File: config.mk
export PLATFORM = sky130hd
export DESIGN_NAME = axi_lite_master_arb
export DESIGN_NICKNAME = d
export VERILOG_FILES = /design/src/rtl/axi_lite_master_arb.sv
export SDC_FILE = /design/constraint.sdc
export NUM_CORES = 1
export LEC_CHECK = 0
export CAP_MARGIN = 10
export CORE_ASPECT_RATIO = 1.4
export CORE_MARGIN = 2
export CORE_UTILIZATION = 30
export DETAILED_ROUTE_END_ITERATION = 10
export MAX_ROUTING_LAYER = met4
export PLACE_DENSITY_LB_ADDON = 0.12
export SLEW_MARGIN = 30
export SYNTH_ARGS = -nofsm -noshare
export SYNTH_HDL_FRONTEND = slang
export SYNTH_SLANG_ARGS = --single-unit
File: constraint.sdc
create_clock -name clk -period 1.94 [get_ports clk]
set_input_delay 0.582 -clock clk [delete_from_list [all_inputs] [get_ports clk]]
set_output_delay 0.582 -clock clk [all_outputs]
set_load 0.005 [all_outputs]
File: src/rtl/axi_lite_master_arb.sv
// Round-robin arbiter that shares one AXI4-Lite master port between NUM_REQ requesters.
// One transaction is in flight at a time, and every AXI-side and requester-side output is registered.
module axi_lite_master_arb #(
  parameter int NUM_REQ        = 2,
  parameter int AXI_DATA_WIDTH = 32,
  parameter int AXI_ADDR_WIDTH = 4
) (
  input  logic                                clk,
  input  logic                                reset,
  input  logic [NUM_REQ-1:0]                  req,
  input  logic [NUM_REQ-1:0]                  we,
  input  logic [NUM_REQ*AXI_ADDR_WIDTH-1:0]   addr,
  input  logic [NUM_REQ*AXI_DATA_WIDTH-1:0]   wdata,
  input  logic [NUM_REQ*AXI_DATA_WIDTH/8-1:0] wstrb,
  output logic [NUM_REQ-1:0]                  done,
  output logic [AXI_DATA_WIDTH-1:0]           rdata,
  output logic                                err,
  output logic [AXI_ADDR_WIDTH-1:0]           axi_awaddr,
  output logic                                axi_awvalid,
  output logic [2:0]                          axi_awprot,
  input  logic                                axi_awready,
  output logic [AXI_DATA_WIDTH-1:0]           axi_wdata,
  output logic [AXI_DATA_WIDTH/8-1:0]         axi_wstrb,
  output logic                                axi_wvalid,
  input  logic                                axi_wready,
  input  logic [1:0]                          axi_bresp,
  input  logic                                axi_bvalid,
  output logic                                axi_bready,
  output logic [AXI_ADDR_WIDTH-1:0]           axi_araddr,
  output logic                                axi_arvalid,
  output logic [2:0]                          axi_arprot,
  input  logic                                axi_arready,
  input  logic [AXI_DATA_WIDTH-1:0]           axi_rdata,
  input  logic [1:0]                          axi_rresp,
  input  logic                                axi_rvalid,
  output logic                                axi_rready
);

  localparam int SW = AXI_DATA_WIDTH / 8;
  localparam int IW = $clog2(NUM_REQ);

  typedef enum logic [2:0] {IDLE, WR_ADDR, WR_RESP, RD_ADDR, RD_RESP, DONE} state_t;

  state_t        state;
  logic [IW-1:0] rr_ptr;
  logic [IW-1:0] owner;
  logic [IW-1:0] grant_idx;
  logic          grant_valid;
  logic          unused_resp;

  assign axi_awprot  = 3'b000;
  assign axi_arprot  = 3'b000;
  assign unused_resp = axi_bresp[0] ^ axi_rresp[0];

  // Rotating priority search: the first set request at or after rr_ptr wins.
  // NOTE: every always_comb output gets a default before any branch, so no latch can be inferred.
  always_comb begin
    logic [IW-1:0] cand;
    int            idx;
    grant_valid = 1'b0;
    grant_idx   = '0;
    cand        = '0;
    idx         = 0;
    for (int k = 0; k < NUM_REQ; k++) begin
      idx = int'(rr_ptr) + k;
      if (idx >= NUM_REQ) idx = idx - NUM_REQ;
      cand = IW'(idx);
      if (!grant_valid && req[cand]) begin
        grant_valid = 1'b1;
        grant_idx   = cand;
      end
    end
  end

  // NOTE: sequential state uses non-blocking assignments only, so every register samples pre-edge values.
  always_ff @(posedge clk) begin
    if (reset) begin
      state       <= IDLE;
      rr_ptr      <= '0;
      owner       <= '0;
      done        <= '0;
      rdata       <= '0;
      err         <= 1'b0;
      axi_awaddr  <= '0;
      axi_awvalid <= 1'b0;
      axi_wdata   <= '0;
      axi_wstrb   <= '0;
      axi_wvalid  <= 1'b0;
      axi_bready  <= 1'b0;
      axi_araddr  <= '0;
      axi_arvalid <= 1'b0;
      axi_rready  <= 1'b0;
    end else begin
      done <= '0;
      case (state)
        IDLE: begin
          if (grant_valid) begin
            owner  <= grant_idx;
            rr_ptr <= (grant_idx == IW'(NUM_REQ - 1)) ? '0 : grant_idx + 1'b1;
            if (we[grant_idx]) begin
              axi_awaddr  <= addr[grant_idx*AXI_ADDR_WIDTH +: AXI_ADDR_WIDTH];
              axi_wdata   <= wdata[grant_idx*AXI_DATA_WIDTH +: AXI_DATA_WIDTH];
              axi_wstrb   <= wstrb[grant_idx*SW +: SW];
              axi_awvalid <= 1'b1;
              axi_wvalid  <= 1'b1;
              state       <= WR_ADDR;
            end else begin
              axi_araddr  <= addr[grant_idx*AXI_ADDR_WIDTH +: AXI_ADDR_WIDTH];
              axi_arvalid <= 1'b1;
              state       <= RD_ADDR;
            end
          end
        end
        WR_ADDR: begin
          // AW and W complete independently; move on once neither is still pending.
          if (axi_awready) axi_awvalid <= 1'b0;
          if (axi_wready)  axi_wvalid  <= 1'b0;
          if ((!axi_awvalid || axi_awready) && (!axi_wvalid || axi_wready)) begin
            axi_bready <= 1'b1;
            state      <= WR_RESP;
          end
        end
        WR_RESP: begin
          if (axi_bvalid) begin
            err         <= axi_bresp[1];
            axi_bready  <= 1'b0;
            done[owner] <= 1'b1;
            state       <= DONE;
          end
        end
        RD_ADDR: begin
          if (axi_arready) begin
            axi_arvalid <= 1'b0;
            axi_rready  <= 1'b1;
            state       <= RD_RESP;
          end
        end
        RD_RESP: begin
          if (axi_rvalid) begin
            rdata       <= axi_rdata;
            err         <= axi_rresp[1];
            axi_rready  <= 1'b0;
            done[owner] <= 1'b1;
            state       <= DONE;
          end
        end
        DONE:    state <= IDLE;
        default: state <= IDLE;
      endcase
    end
  end

endmodule

## Word-level counts from Yosys, hierarchy flattened

Cells that the tools add are included.

| cells by class | value |
|---|---|
| reductions and logical operators | 25 |
| shift operators | 3 |
| mux-type cells | 44 |
| eq/ne operators | 13 |
| $lt $le $gt $ge | 7 |
| bitwise operators | 1 |
| add/subtract/negate cells | 4 |

Operators with widths:

| operator | number |
|---|---|
| variable part select 64 x 7 -> 32 bit | 1 |
| two-way mux 1 bit | 27 |
| != test 2 bit, second input constant | 9 |
| variable part select 8 x 4 -> 4 bit | 2 |
| two-way mux 3 bit | 5 |
| one-hot mux 3 bit (5 select lines) | 1 |
| AND reduction 3 bit | 5 |
| one-hot mux 1 bit (2 select lines) | 6 |
| AND reduction 4 bit | 3 |
| nonzero test 2 bit | 5 |
| < comparator 1 x 2 -> 1 bit, second input constant | 4 |
| equality test 3 x 2 -> 1 bit, second input constant | 2 |
| two-way mux 2 bit | 3 |
| AND reduction 5 bit | 1 |
| one-hot mux 2 bit (2 select lines) | 1 |
| AND reduction 2 bit | 2 |
| equality test 3 x 1 -> 1 bit, second input constant | 1 |
| equality test 3 bit, second input constant | 1 |
| logical AND 1 bit | 3 |
| zero test 1 bit | 3 |
| zero test 3 bit | 1 |
| adder 1 x 1 -> 2 bit, second input constant | 1 |
| greater-or-equal comparator 1 x 2 -> 1 bit, second input constant | 1 |
| greater-or-equal comparator 2 bit, second input constant | 1 |
| other kinds (6) | 8 |

| word-level totals | value |
|---|---|
| flip-flop bits (word level) | 89 |
| logic and storage cells | 112 |
| output and inout bits | 90 |
| bits of input ports | 127 |

## Logic depth before layout (Yosys ltp)

| logic depth | value |
|---|---|
| depth after elaboration | 13 |
| depth in mapped cells | 7 |
| mapped depth without buffers | 4 |

## Worst setup path before layout

Ideal clock, no wire load.

| timing | value |
|---|---|
| path type | input to register |
| from | input port req[0] |
| to | register axi_wdata[10] |
| arrival time | 1.597 ns |
| setup time | 0.136 ns |
| buffers on the path | 3 |
| required time | 1.804 ns |
| slack | 0.207 ns |
| cell stages on the path | 7 |
| cells stage by stage | nand2b_2 > buf_4 > nand3_1 > buf_4 > buf_2 > a2111oi_0 > a211oi_1 |

| on the way | value |
|---|---|
| cells in the longest elaborated chain, start to end | 9 |
| elaborated cells between the ends (all ways) | 14 |
| those cells by class | shift: 1; mux: 10; reduce/logical: 3 |

RTL lines:

| what | line | source |
|---|---|---|
| start: declaration | 10 | `input logic [NUM_REQ-1:0] req,` |
| branches (longest 9 deep; another with variable part select 64 x 7 -> 32 bit) | - |  |
| end signal: assignment | 102 | `axi_wdata <= wdata[grant_idx*AXI_DATA_WIDTH +: AXI_DATA_WIDTH];` |
| end: declaration | 22 | `output logic [AXI_DATA_WIDTH-1:0] axi_wdata,` |

Several ways; the timed one is not identified. The select of a mux whose other input is x is not followed.
A chain may end at the register's enable or synchronous reset.

## Final worst setup path

| timing | value |
|---|---|
| from | input port req[0] |
| to | register axi_wstrb[3] |

| on the way | value |
|---|---|
| cells in the longest elaborated chain, start to end | 9 |
| elaborated cells between the ends (all ways) | 14 |
| those cells by class | shift: 1; mux: 10; reduce/logical: 3 |

RTL lines:

| what | line | source |
|---|---|---|
| branches (longest 9 deep; another with variable part select 8 x 4 -> 4 bit) | - |  |
| end signal: assignment | 103 | `axi_wstrb <= wstrb[grant_idx*SW +: SW];` |
| end: declaration | 23 | `output logic [AXI_DATA_WIDTH/8-1:0] axi_wstrb,` |

Several ways; the timed one is not identified. The select of a mux whose other input is x is not followed.

==> flow_summary.toml <==
[route]
drt-wirelength-per-cell_um = 15.2
first_pass_iters = 4
drt-total-wl_um = 13800
via_per_inst = 4.98
dr.first_iter.drc_count = 131
drc = 0
vias = 4530
ant_nets = 0

[grt]
grt_util_all_layers = 0.173
grt_max_degree = 41
grt_overflow_total = 0
grt_pass1_wl_um = 21200
antenna_found_initial = 0
grt_pass1_vias = 4298

[setup_path]
cp-startpoint = "req[0]"
path_max_fanout = 24
crit_family = "compound AO/OA/AOI/OAI gates"
cp.required_ns = 2.15
crit_end = "axi_wstrb[3]"
cp-end-kind = "flip-flop"
start_kind = "input port"
r2r_start = "state[2]"
worst-path-buf-inv = 2
cpMaxStageDelayCell = "clkdlybuf4s50_1"
path_class = "input port to flip-flop"
cp.arrival_ns = 2.16
rrSetupSlack_ns = 0.30
r2r_end = "state[1]"
crit_cells = 6
cpPeakStageDelay_ns = 0.53
path_cells = "clkdlybuf4s50_1 -> nand2b_4 -> a21o_4 -> buf_12 -> a2111oi_0 -> a211oi_1"
rr_worst_depth = 5

[cts]
htreeDepth = 3
clk_pin_slew_ns = 0.07
ctsHoldBuffers = 0
clk_latency_ns = 0.34
postCtsSetupBuffers = 0
cts_made_buffers = 9
cts_root_buf = "clkbuf_16"
clock_sinks = 89
cts_tree = "built"
clk_path_buf_depth = 2

[synthesis]
yosysUniqueCellTypes = 45
yosysMostFrequentCell = "dfxtp_1"
synth_area_leaders = "dfxtp_1 41%, a2111oi_0 7.2%, a21boi_0 6.9%"
synth_edf_count = 0
syn_area_um2 = 4350
ys_ff_latch = 89
ys_warn_count = 0
ys.flop_type = "dfxtp_1"
seq_area_frac_synth = 0.409
synthTopCellsByCount = "89 x dfxtp_1, 69 x nand2_1, 41 x and3_1, 41 x inv_1, 40 x a21boi_0"
syn_area_per_cell_um2 = 8.38
synthDominantCellAreaShare = 0.409
synth_cells = 519
synth_area_leader_cell = "dfxtp_1"
synthArstFlopShare = 0

[die]
start_util = 0.304
dieArea_um2 = 15500
ios = 217
die_h_um = 147
rows = 52
fp.dieW_um = 106
coreArea_um2 = 14300

[timing]
setup_tns_ns = -0.0133
setup_viol = 2
min_period_over_period = 1.01
fin_ws_ns = -0.0109
hold_viol_final = 0
slew_violations = 0
post-route-min-period_ns = 1.95
skew_ns = 0.00587
hold_ws_ns = 0.442
clock.fmax_ghz = 0.513
rsz0062_at_grt = "yes"

[min_path]
hold_depth = 2
min_path_type = "flip-flop to flip-flop"

[outcome]
outcome = "complete, but fails checks"
violations = "negative setup slack"

[pwr]
total_power_uw = 7380
p_per_area_nw_per_um2 = 1010
max-vdd-ir-drop_uv = 526
power.leakage_uw = 0.00264

[placement]
place_inst = 893
io_buffers = 208
dp_hpwl_um = 9810
globalplace.congestion = 0.794

[final_layout]
instances_no_fill = 909
antenna_cells = 0
nNetsFinal = 842
area_growth_pct = 67.7
drive_gt1_frac = 0.119

[run]
cap_violations = 0
==> through the flow <==
stage / setup WS (ns) / cell area [µm²] / util
floorplan: 0.207 / 4370 / -
global placement: -0.406 / 6730 / 0.470
detailed placement: -0.417 / 6730 / 0.470
CTS: -0.0289 / 7040 / 0.492
global route: -0.0662 / 7300 / 0.510
finish: -0.0109 / 7300 / 0.510
==> worst min-delay path, cell delays in order (launching register included) <==
cell and delay (ns):
dfxtp_1 0.31, inv_1 0.05, a21oi_1 0.05
==> power breakdown <==
part	leakage (µW)	total (µW)	internal [µW]	switching (µW)
sequential	0.000726	2460	2220	239
combinational	0.00177	3150	1690	1460
clock	0.000149	1780	1040	742
==> worst min-delay path by stage <==
stage,to,startpoint,slack (ns)
final,axi_arvalid,axi_arvalid,0.44
after global routing,rdata[6],rdata[6],0.47
after CTS,axi_arvalid,axi_arvalid,0.45
after detailed placement,axi_arvalid,axi_arvalid,0.44
after global placement,axi_arvalid,axi_arvalid,0.43
after floorplan,axi_arvalid,axi_arvalid,0.44
==> layer usage <==
| layer | GRT usage | routed length (µm) | share of wire | up-vias |
|---|---|---|---|---|
| met3 | 0.0415 | 819 | 0.059 | 20 |
| li1 | - | - | - | 2232 |
| met1 | 0.210 | 5990 | 0.43 | 2113 |
| met2 | 0.284 | 6740 | 0.49 | 165 |
| met5 | - | 0 | 0 | - |
| met4 | 0.0500 | 260 | 0.019 | 0 |
==> cell usage in the layout, fill, tap and decap left out, types with 2 or more instances in the layout <==
cell type,synthesis,routed
a2111oi_0,36,4
a2111oi_4,0,4
a2111oi_2,0,21
a311oi_1,2,2
nand2b_1,10,10
a211oi_1,36,34
a21oi_1,37,37
clkinv_2,0,2
inv_6,0,2
inv_1,41,41
buf_6,5,3
conb_1,1,6
and3_1,41,41
buf_4,10,21
clkdlybuf4s50_1,0,206
a211oi_2,0,2
clkbuf_16,0,9
o21ai_0,2,2
dfxtp_1,89,89
nand3b_1,3,3
mux2i_1,9,9
a21boi_1,0,2
buf_12,0,9
a31oi_1,3,3
nor3b_1,2,2
nand2_1,69,69
buf_2,9,2
o21bai_1,4,4
nor3_1,4,4
nor2b_1,4,4
a21o_4,0,2
a2111oi_1,0,7
a21boi_0,40,38
nor2_1,3,3
==> cell families after synthesis <==
group	share of synthesized area
AOI/OAI and AO/OA	0.290
DFF	0.409
other	0.000862
and+or+nand+nor	0.170
muxes	0.0207
xor gates and xnor gates	0.00201
buffers and inverters	0.108
==> area by class of cell <==
| cell class | instances | area, µm² |
|---|---|---|
| Inverter | 41 | 154 |
| Clock inverter | 6 | 65.1 |
| Clock buffer | 10 | 239 |
| Sequential cell | 89 | 1780 |
| Timing Repair Buffer | 241 | 2440 |
| Fill cell | 1382 | 7020 |
| Tap cell | 189 | 236 |
| Multi-Input combinational cell | 333 | 2380 |
==> sequential cells by signal (all words and copies together) (netlist names), 2 cells and up <==
name / flops
done: 2
axi_wstrb: 4
axi_wdata: 32
axi_araddr: 4
state: 3
rdata: 32
axi_awaddr: 4
==> repair_timing <==
action	in CTS	in global routing
resized for setup	5	67
setup endpoints to repair	11	37
pin swaps	0	1
Note: power is estimated with default switching activity, not from simulation.
